===== config.mk =====
export PLATFORM = sky130hd
export DESIGN_NAME = aes_round_scheduler
export DESIGN_NICKNAME = d
export VERILOG_FILES = /design/src/rtl/aes_round_scheduler_pkg.sv /design/src/rtl/aes_round_scheduler.sv
export SDC_FILE = /design/constraint.sdc
export NUM_CORES = 1
export LEC_CHECK = 0
export ABC_AREA = 1
export ABC_CLOCK_PERIOD_IN_PS = 3100
export CAP_MARGIN = 30
export CORE_AREA = 2 2 308 310
export CTS_CLUSTER_SIZE = 16
export DETAILED_ROUTE_END_ITERATION = 8
export DIE_AREA = 0 0 310 312
export GPL_TIMING_DRIVEN = 0
export PLACE_DENSITY = 0.42
export SLEW_MARGIN = 20
export SYNTH_ARGS = -nofsm -noshare
export SYNTH_HDL_FRONTEND = slang
export SYNTH_SLANG_ARGS = --single-unit

===== constraint.sdc =====
create_clock -name clock -period 3.1 [get_ports clock]
set_input_delay 0.62 -clock clock [delete_from_list [all_inputs] [get_ports clock]]
set_output_delay 0.62 -clock clock [all_outputs]
set_load 0.02 [all_outputs]

===== src/rtl/aes_round_scheduler_pkg.sv =====
// Shared types and constants for the iterative AES round scheduler.
package aes_round_scheduler_pkg;

    localparam int unsigned AES_BLOCK_W = 128;

    localparam int unsigned AES128_NR = 10;
    localparam int unsigned AES192_NR = 12;
    localparam int unsigned AES256_NR = 14;

    typedef enum logic [1:0] {
        IDLE  = 2'd0,
        ROUND = 2'd1,
        DONE  = 2'd2
    } sched_state_t;

endpackage


===== src/rtl/aes_round_scheduler.sv =====
// Iterative AES sequencer: owns the cipher state and drives one external
// round datapath through NR rounds, fetching round keys by index.
module aes_round_scheduler
    import aes_round_scheduler_pkg::*;
#(
    parameter int unsigned NR    = AES128_NR,
    parameter int unsigned IDX_W = 4
) (
    input  logic                   clock,
    input  logic                   reset,
    input  logic                   in_valid,
    output logic                   in_ready,
    input  logic                   in_inv,
    input  logic [AES_BLOCK_W-1:0] in_data,
    output logic [IDX_W-1:0]       rk_idx,
    input  logic [AES_BLOCK_W-1:0] rk_data,
    output logic [AES_BLOCK_W-1:0] dp_in,
    output logic [AES_BLOCK_W-1:0] dp_key,
    output logic                   dp_inv,
    output logic                   dp_final,
    input  logic [AES_BLOCK_W-1:0] dp_out,
    output logic                   out_valid,
    input  logic                   out_ready,
    output logic [AES_BLOCK_W-1:0] out_data
);

    localparam logic [IDX_W-1:0] NR_IDX = IDX_W'(NR);

    sched_state_t           state;
    sched_state_t           state_nx;
    logic [AES_BLOCK_W-1:0] st;
    logic [IDX_W-1:0]       rnd;
    logic                   inv;
    logic                   last_rnd;

    assign last_rnd = (rnd == NR_IDX);

    always_ff @(posedge clock) begin
        if (reset) begin
            state <= IDLE;
        end else begin
            state <= state_nx;
        end
    end

    always_comb begin
        state_nx = state;
        case (state)
            IDLE:    if (in_valid)  state_nx = ROUND;
            ROUND:   if (last_rnd)  state_nx = DONE;
            DONE:    if (out_ready) state_nx = IDLE;
            default:                state_nx = IDLE;
        endcase
    end

    // rnd saturates at NR on the final round so it never wraps.
    always_ff @(posedge clock) begin
        if (reset) begin
            st  <= '0;
            rnd <= '0;
            inv <= 1'b0;
        end else begin
            case (state)
                IDLE: begin
                    if (in_valid) begin
                        st  <= in_data ^ rk_data;
                        inv <= in_inv;
                        rnd <= IDX_W'(1);
                    end
                end
                ROUND: begin
                    st <= dp_out;
                    if (!last_rnd) begin
                        rnd <= rnd + 1'b1;
                    end
                end
                DONE: begin
                    if (out_ready) begin
                        rnd <= '0;
                    end
                end
                default: begin
                    rnd <= '0;
                end
            endcase
        end
    end

    always_comb begin
        in_ready  = 1'b0;
        out_valid = 1'b0;
        out_data  = '0;
        dp_in     = st;
        dp_key    = rk_data;
        dp_inv    = inv;
        dp_final  = 1'b0;
        rk_idx    = inv ? (NR_IDX - rnd) : rnd;
        case (state)
            IDLE: begin
                in_ready = 1'b1;
                rk_idx   = in_inv ? NR_IDX : '0;
            end
            ROUND: begin
                dp_final = last_rnd;
            end
            DONE: begin
                out_valid = 1'b1;
                out_data  = st;
            end
            default: begin
                rk_idx = '0;
            end
        endcase
    end

endmodule


==> out/metrics.yaml, run 1 <==
reg2reg_to: "dp_in[58]"
period_share_pct: 96.1
tns_ps: 0
drive_gt1_share_pct: 16.0
gp_congestion: 0.821
cp-start-kind: "flip-flop"
slowest_delay_ps: 620
ir_worst_vdd_uv: 392
p_per_area_nw_per_um2: 402
p_sw_share_pct: 38.8
ff_latch_area_um2: 2700
clock_latency_ps: 470
cts.clk_slew.worst_paths_ps: 70
detail_route.wl_per_cell_um: 18.5
dp_hpwl_um: 53800
yosys_warnings: 0
pre_cts_ws_ps: 37.9
ys_ff_latch: 135
required_ps: 2480
core-area_um2: 93000
area_growth_syn_to_layout_pct: 108
holdPathStages: 2
slew_viol_final: 0
htree_levels: 4
io_pins: 781
r2r_cells: 8
synth_area_um2: 9360
grt_overflow_total: 0
crit_type: "flip-flop to output port"
p_switching_mw: 3.03
multi_input_area_um2: 4650
cts_buffers: 17
drv_cap: 0
hold_path_class: "flip-flop to flip-flop"
grt_pass1_vias: 12192
ctsResizeCount: 70
syn_avg_cell_area_um2: 6.47
outcome: "finished, final reports clean"
ctsHoldBuffers: 0
relSlewSlack_pct: 39.4
cts_root_buffer: "clkbuf_16"
drc_errors: 0
dieArea_um2: 96700
yosysUniqueCellTypes: 25
internal-power_mw: 4.79
drt_pre_antenna_iters: 5
syn_nets: 1843
arrival_ps: 2360
num_vias: 12341
syn_inst: 1447
drt_iter0_markers: 514
r2r-start: "state[0]"
synth_ff_type: "dfxtp_1"
wirelength_um: 65200
clock-sinks: 135
grt_max_degree: 17
cts_tree: "done"
endpoint_kind: "output port"
cp-startpoint: "state[0]"
vias_per_cell: 3.50
whs_ps: 519
fp.dieH_um: 312
hold_viol_final: 0
finalCoreUtilization_pct: 20.9
final_nets: 2643
cp_slowest_cell: "clkdlybuf4s50_1"
crit_path_end: "out_data[58]"
setup_viol: 0
clk_path_buf_depth: 2
crit_fanout: 10
fillCellCount: 10610
worstMarginPinSlew_ps: 910
leakage_nw: 9.37
cts_setup_buffers: 0
start_util_pct: 10.1
final.setup.worst_slack_ps: 120
numPortBuffers: 780
power_frac_comb_pct: 42.2
grt_first_pass_wirelength_um: 89900
crit_chain: "inv_1 -> ha_2 -> clkbuf_8 -> buf_4 -> nand2_1 -> inv_1 -> clkdlybuf4s50_1"
p_clk_share_pct: 28.8
p_total_mw: 7.82
ant_nets: 0
die_w_um: 310
skew_ps: 13.8
synth-edff-count: 0
finalCriticalPeriod_ps: 2980
max_freq_ghz: 0.336
power_frac_seq_pct: 29.1
ys_seq_area_share_pct: 28.9
rrSetupSlack_ps: 1050
antenna_found_initial: 9
synth-async-reset-ratio_pct: 0
fp-row-count: 112
grt_use_total_pct: 13.0
crit_top_cell: "inv_1"
synth_stat cells (3+ instances only):
cell	instances	area [µm²]
nand2_1	399	1500
buf_6	14	158
ha_1	7	87.6
buf_4	130	976
buf_2	46	230
a31oi_1	128	801
inv_1	143	537
nand4_1	3	18.8
nand3_1	7	35.0
dfxtp_1	135	2700
nor2_1	5	18.8
a21oi_1	137	686
clkbuf_1	19	71.3
o21ai_1	93	465
o21ai_0	42	210
or2_2	127	795
cell usage in the layout (no fill, tap or decap), types with 2 or more instances in the layout:
cell / Yosys / final
clkbuf_1: 19 / 17
clkinvlp_4: 0 / 3
ha_1: 7 / 6
dfxtp_1: 135 / 135
clkinv_2: 0 / 2
inv_2: 2 / 2
or2_2: 127 / 127
bufinv_16: 0 / 2
buf_6: 14 / 16
buf_4: 130 / 141
clkdlybuf4s50_1: 0 / 686
a21oi_1: 137 / 137
inv_1: 143 / 143
nand3_1: 7 / 7
inv_6: 0 / 2
buf_2: 46 / 36
nand2_2: 2 / 2
clkbuf_8: 0 / 3
buf_8: 1 / 2
nor2_1: 5 / 5
dlygate4sd2_1: 0 / 51
a31oi_1: 128 / 128
o21ai_1: 93 / 93
nand4_1: 3 / 3
nand2_1: 399 / 399
clkbuf_16: 0 / 17
dlymetal6s2s_1: 0 / 43
o21ai_0: 42 / 42
clkinv_4: 0 / 4
diode_2: 0 / 7
power groups by stage:
stage / Sequential [mW] / Combinational (mW) / Clock [mW]
floorplan: 2.51 / 1.22 / 0
global placement: 2.31 / 3.35 / 0
detailed placement: 2.31 / 3.34 / 0
CTS: 2.28 / 3.36 / 2.38
global route: 2.31 / 3.56 / 2.43
finish: 2.27 / 3.30 / 2.25
final cells by class:
class,instances,area share [%]
Timing Repair Buffer,781,40.4
Inverter,146,2.81
Clock inverter,13,0.745
Buffer,213,7.79
Sequential cell,135,13.9
Multi-Input combinational cell,953,23.9
Tap cell,1254,8.06
Antenna cell,7,0.0900
Clock buffer,19,2.33
critical path: cells and delay by family (launching register included):
family	cells	cell delay [ps]
adders and majority gates	1	230
and+or+nand+nor	1	70
DFF	1	350
buffers and inverters	5	1220
sequential cells by signal, summed over array words and instances (netlist names):
name	cells
dp_in	128
dp_inv	1
rnd	4
state	2
cell families after synthesis:
kind of cell	after synthesis	share of synthesized area (%)
flip-flops	135	28.9
adder cells (fa/ha/maj)	7	0.936
AO/OA/AOI/OAI	401	23.2
AND/OR/NAND/NOR	544	25.4
XOR/XNOR	1	0.0936
buffers and inverters	359	21.5
how the worst min path moves through the flow:
stage                         from  slack, ps        to
after floorplan           state[0]        470  state[0]
after global placement    state[0]        510  state[0]
after detailed placement  state[0]        510  state[0]
after CTS                 state[0]        510  state[0]
after global routing        rnd[0]        550    rnd[0]
final                     state[0]        520  state[0]
metal layers:
layer  vias up  wire (µm)  GRT usage [%]  part of all wire (%)
met5         -          0              0                     0
met4         0        562           2.48                  0.86
met3        27       4750           3.76                   7.3
met2       487      33100           23.3                    51
met1      5615      26700           15.3                    41
li1       6212          -              -                     -
stage by stage:
stage / instances / area (µm²)
after floorplan: 1447 / 9360
after global placement: 3481 / 18700
after detailed placement: 3482 / 18800
after CTS: 3514 / 19300
after global routing: 3516 / 19500
final: 3521 / 19500
Power figures use the tool's default switching activity.
==> inputs of run 2 (changes only) <==
Settings changed: ABC_CLOCK_PERIOD_IN_PS 3100 to 2600, CORE_AREA 2 2 308 310 to 2 2 304 306, DIE_AREA 0 0 310 312 to 0 0 306 308, PLACE_DENSITY 0.42 to 0.44.
Clock period 3.1 ns to 2.6 ns, I/O delays scaled along.
==> run 2 against run 1 <==
Compared with the run above:
- count of clock-buffer cells in the layout grew 1
- combinational power grew 18%
- clock power grew 28%
- final area shrank 0.29%
- highest routed layer is now met5
- die area shrank 2.6%
- non-clock buffer count grew 7
- register-to-register slack lost 620 ps
==> out/metrics.yaml, run 2 (synthesis results as in run 1) <==
cts_root_buffer: "clkbuf_16"  # unchanged
setup_viol: 0  # unchanged
fillCellCount: 10296  # was 10610
clock_latency_ps: 470  # about the same
dp.cells: 3414  # was 3482
hold_path_class: "flip-flop to flip-flop"  # unchanged
drc_errors: 0  # unchanged
drt_pre_antenna_iters: 4  # was 5
drv_cap: 0  # unchanged
cp-start-kind: "flip-flop"  # unchanged
dieArea_um2: 94200  # was 96700 µm²
finalCoreUtilization_pct: 21.3  # was 20.9%
busiest_layer: "met2"  # unchanged
max_freq_ghz: 0.401
wirelength_um: 64700  # was 65200 µm
period_share_pct: 95.9
placed_cell_area_um2: 18700  # was 18800 µm²
leakage_nw: 8.73  # was 9.37 nW
area_growth_syn_to_layout_pct: 107  # was 108%
clock-sinks: 135  # unchanged
antenna_found_initial: 13  # was 9
met1_usage_pct: 15.5  # was 15.3%
skew_ps: 10.7  # was 13.8 ps
fp.dieH_um: 308  # was 312 µm
cts.clk_slew.worst_paths_ps: 70  # about the same
dp_hpwl_um: 53200  # was 53800 µm
grt_max_degree: 17  # unchanged
grt_first_pass_wirelength_um: 89800  # was 89900 µm
p_clk_share_pct: 30.4  # was 28.8%
stdcell_area_um2: 19400  # was 19500 µm²
fp-row-count: 111  # was 112
crit_fanout: 10  # unchanged
ant_nets: 0  # unchanged
p_per_area_nw_per_um2: 490  # was 402 nW/µm²
htree_levels: 4  # unchanged
core-area_um2: 91000  # was 93000 µm²
gp_congestion: 0.809  # was 0.821
internal-power_mw: 5.99  # was 4.79 mW
io_pins: 781  # unchanged
clk_path_buf_depth: 2  # unchanged
start_util_pct: 10.3  # was 10.1%
grtUsageMet2_pct: 23.2  # was 23.3%
multi_input_area_um2: 4660  # was 4650 µm²
p_sw_share_pct: 37.0  # was 38.8%
drive_gt1_share_pct: 20.6  # was 16.0%
grt_overflow_total: 0  # unchanged
arrival_ps: 1970  # was 2360 ps
most-common-layout-cells: "647 x clkdlybuf4s50_1, 398 x nand2_1, 141 x inv_1"  # was 686 x clkdlybuf4s50_1, 399 x nand2_1, 143 x inv_1
ff_latch_area_um2: 2710  # was 2700 µm²
relSlewSlack_pct: 51.8  # was 39.4%
largest_reg_flops: 128  # unchanged
final_nets: 2650  # was 2643
tns_ps: 0  # unchanged
outcome: "finished, final reports clean"  # unchanged
final_cells: 3455  # was 3521
final_common_cell: "clkdlybuf4s50_1"  # unchanged
power_frac_seq_pct: 28.5  # was 29.1%
detail_route.wl_per_cell_um: 18.7  # was 18.5 µm
p_switching_mw: 3.52  # was 3.03 mW
hold_viol_final: 0  # unchanged
endpoint_kind: "output port"  # unchanged
use_met3_pct: 3.95  # was 3.76%
num_vias: 12326  # was 12341
numPortBuffers: 780  # unchanged
power_frac_comb_pct: 41.1  # was 42.2%
cts_buffers: 17  # unchanged
slew_viol_final: 0  # unchanged
ir_worst_vdd_uv: 473  # was 392 µV
worstMarginPinSlew_ps: 723  # was 910 ps
cts_tree: "done"  # unchanged
rsz0062_at_grt: "true"
grt_use_total_pct: 13.3  # was 13.0%
die_w_um: 306  # was 310 µm
finalCriticalPeriod_ps: 2490
vias_per_cell: 3.57  # was 3.50
p_total_mw: 9.51  # was 7.82 mW
drt_iter0_markers: 589  # was 514
crit_type: "flip-flop to output port"  # unchanged
required_ps: 2080  # was 2480 ps
grt_pass1_vias: 12416  # was 12192
==> run 2: cell types whose count changed in the layout (fill, tap and decap cells not counted), moves of 6 or more <==
cell | before | now
buf_2 | 36 | 79
clkbuf_2 | 1 | 7
clkdlybuf4s15_1 | 0 | 7
clkdlybuf4s15_2 | 0 | 42
clkdlybuf4s50_1 | 686 | 647
dlygate4sd2_1 | 51 | 29
dlymetal6s2s_1 | 43 | 1
==> run 2: path summary, 6_finish.rpt <==
check / slack (ps) / cells after the start / from / endpoint
setup / recovery: 110 / 7 / state[0] / out_data[103]
hold / removal: 500 / 2 / state[0] / state[0]
setup reg to reg: 430 / 8 / state[1] / dp_in[37]
hold reg to reg: 500 / 2 / state[0] / state[0]
==> run 2: worst max-delay path, stage by stage, from the launching register on <==
cell and delay (ps):
dfxtp_2 350, inv_2 90, ha_4 170, clkbuf_16 170, buf_4 200, nand2_1 70
inv_1 150, clkdlybuf4s15_2 300
==> run 2: what timing repair did <==
| item | CTS | global route |
|---|---|---|
| setup buffers | 0 | 4 |
| endpoints found under the setup margin | 133 | 77 |
| resized for setup | 399 | 44 |
| pin swaps | 0 | 2 |
| hold buffers | 0 | 0 |
| gates cloned | 2 | 1 |
==> run 2: metal layers <==
layer	vias up	routed length [µm]
li1	6212	-
met1	5572	27000
met2	479	31800
met3	53	4300
met4	10	1420
met5	-	64
==> run 2: through the flow <==
stage,setup WS [ps],hold slack (ps)
2_1_floorplan,603,467
3_3_place_gp,-1310,511
3_5_place_dp,-483,513
4_1_cts,-18.7,502
5_1_grt,-20.3,539
6_report,107,504
==> run 2: final cells by class <==
| cell class | instances | area share (%) |
|---|---|---|
| tap | 1186 | 7.64 |
| multi-input combinational | 953 | 24.0 |
| timing repair buffer | 788 | 39.8 |
| sequential | 135 | 13.9 |
| buffer | 213 | 8.35 |
| clock inverter | 11 | 1.02 |
| inverter | 146 | 2.82 |
| antenna | 3 | 0.0387 |
| clock buffer | 20 | 2.35 |
==> run 2: power groups by stage <==
stage	logic [mW]	registers (mW)	clock network, mW
global route	4.22	2.76	3.09
floorplan	1.45	3.00	0
global placement	3.97	2.76	0
CTS	3.98	2.72	3.07
finish	3.91	2.71	2.89
detailed placement	3.97	2.76	0
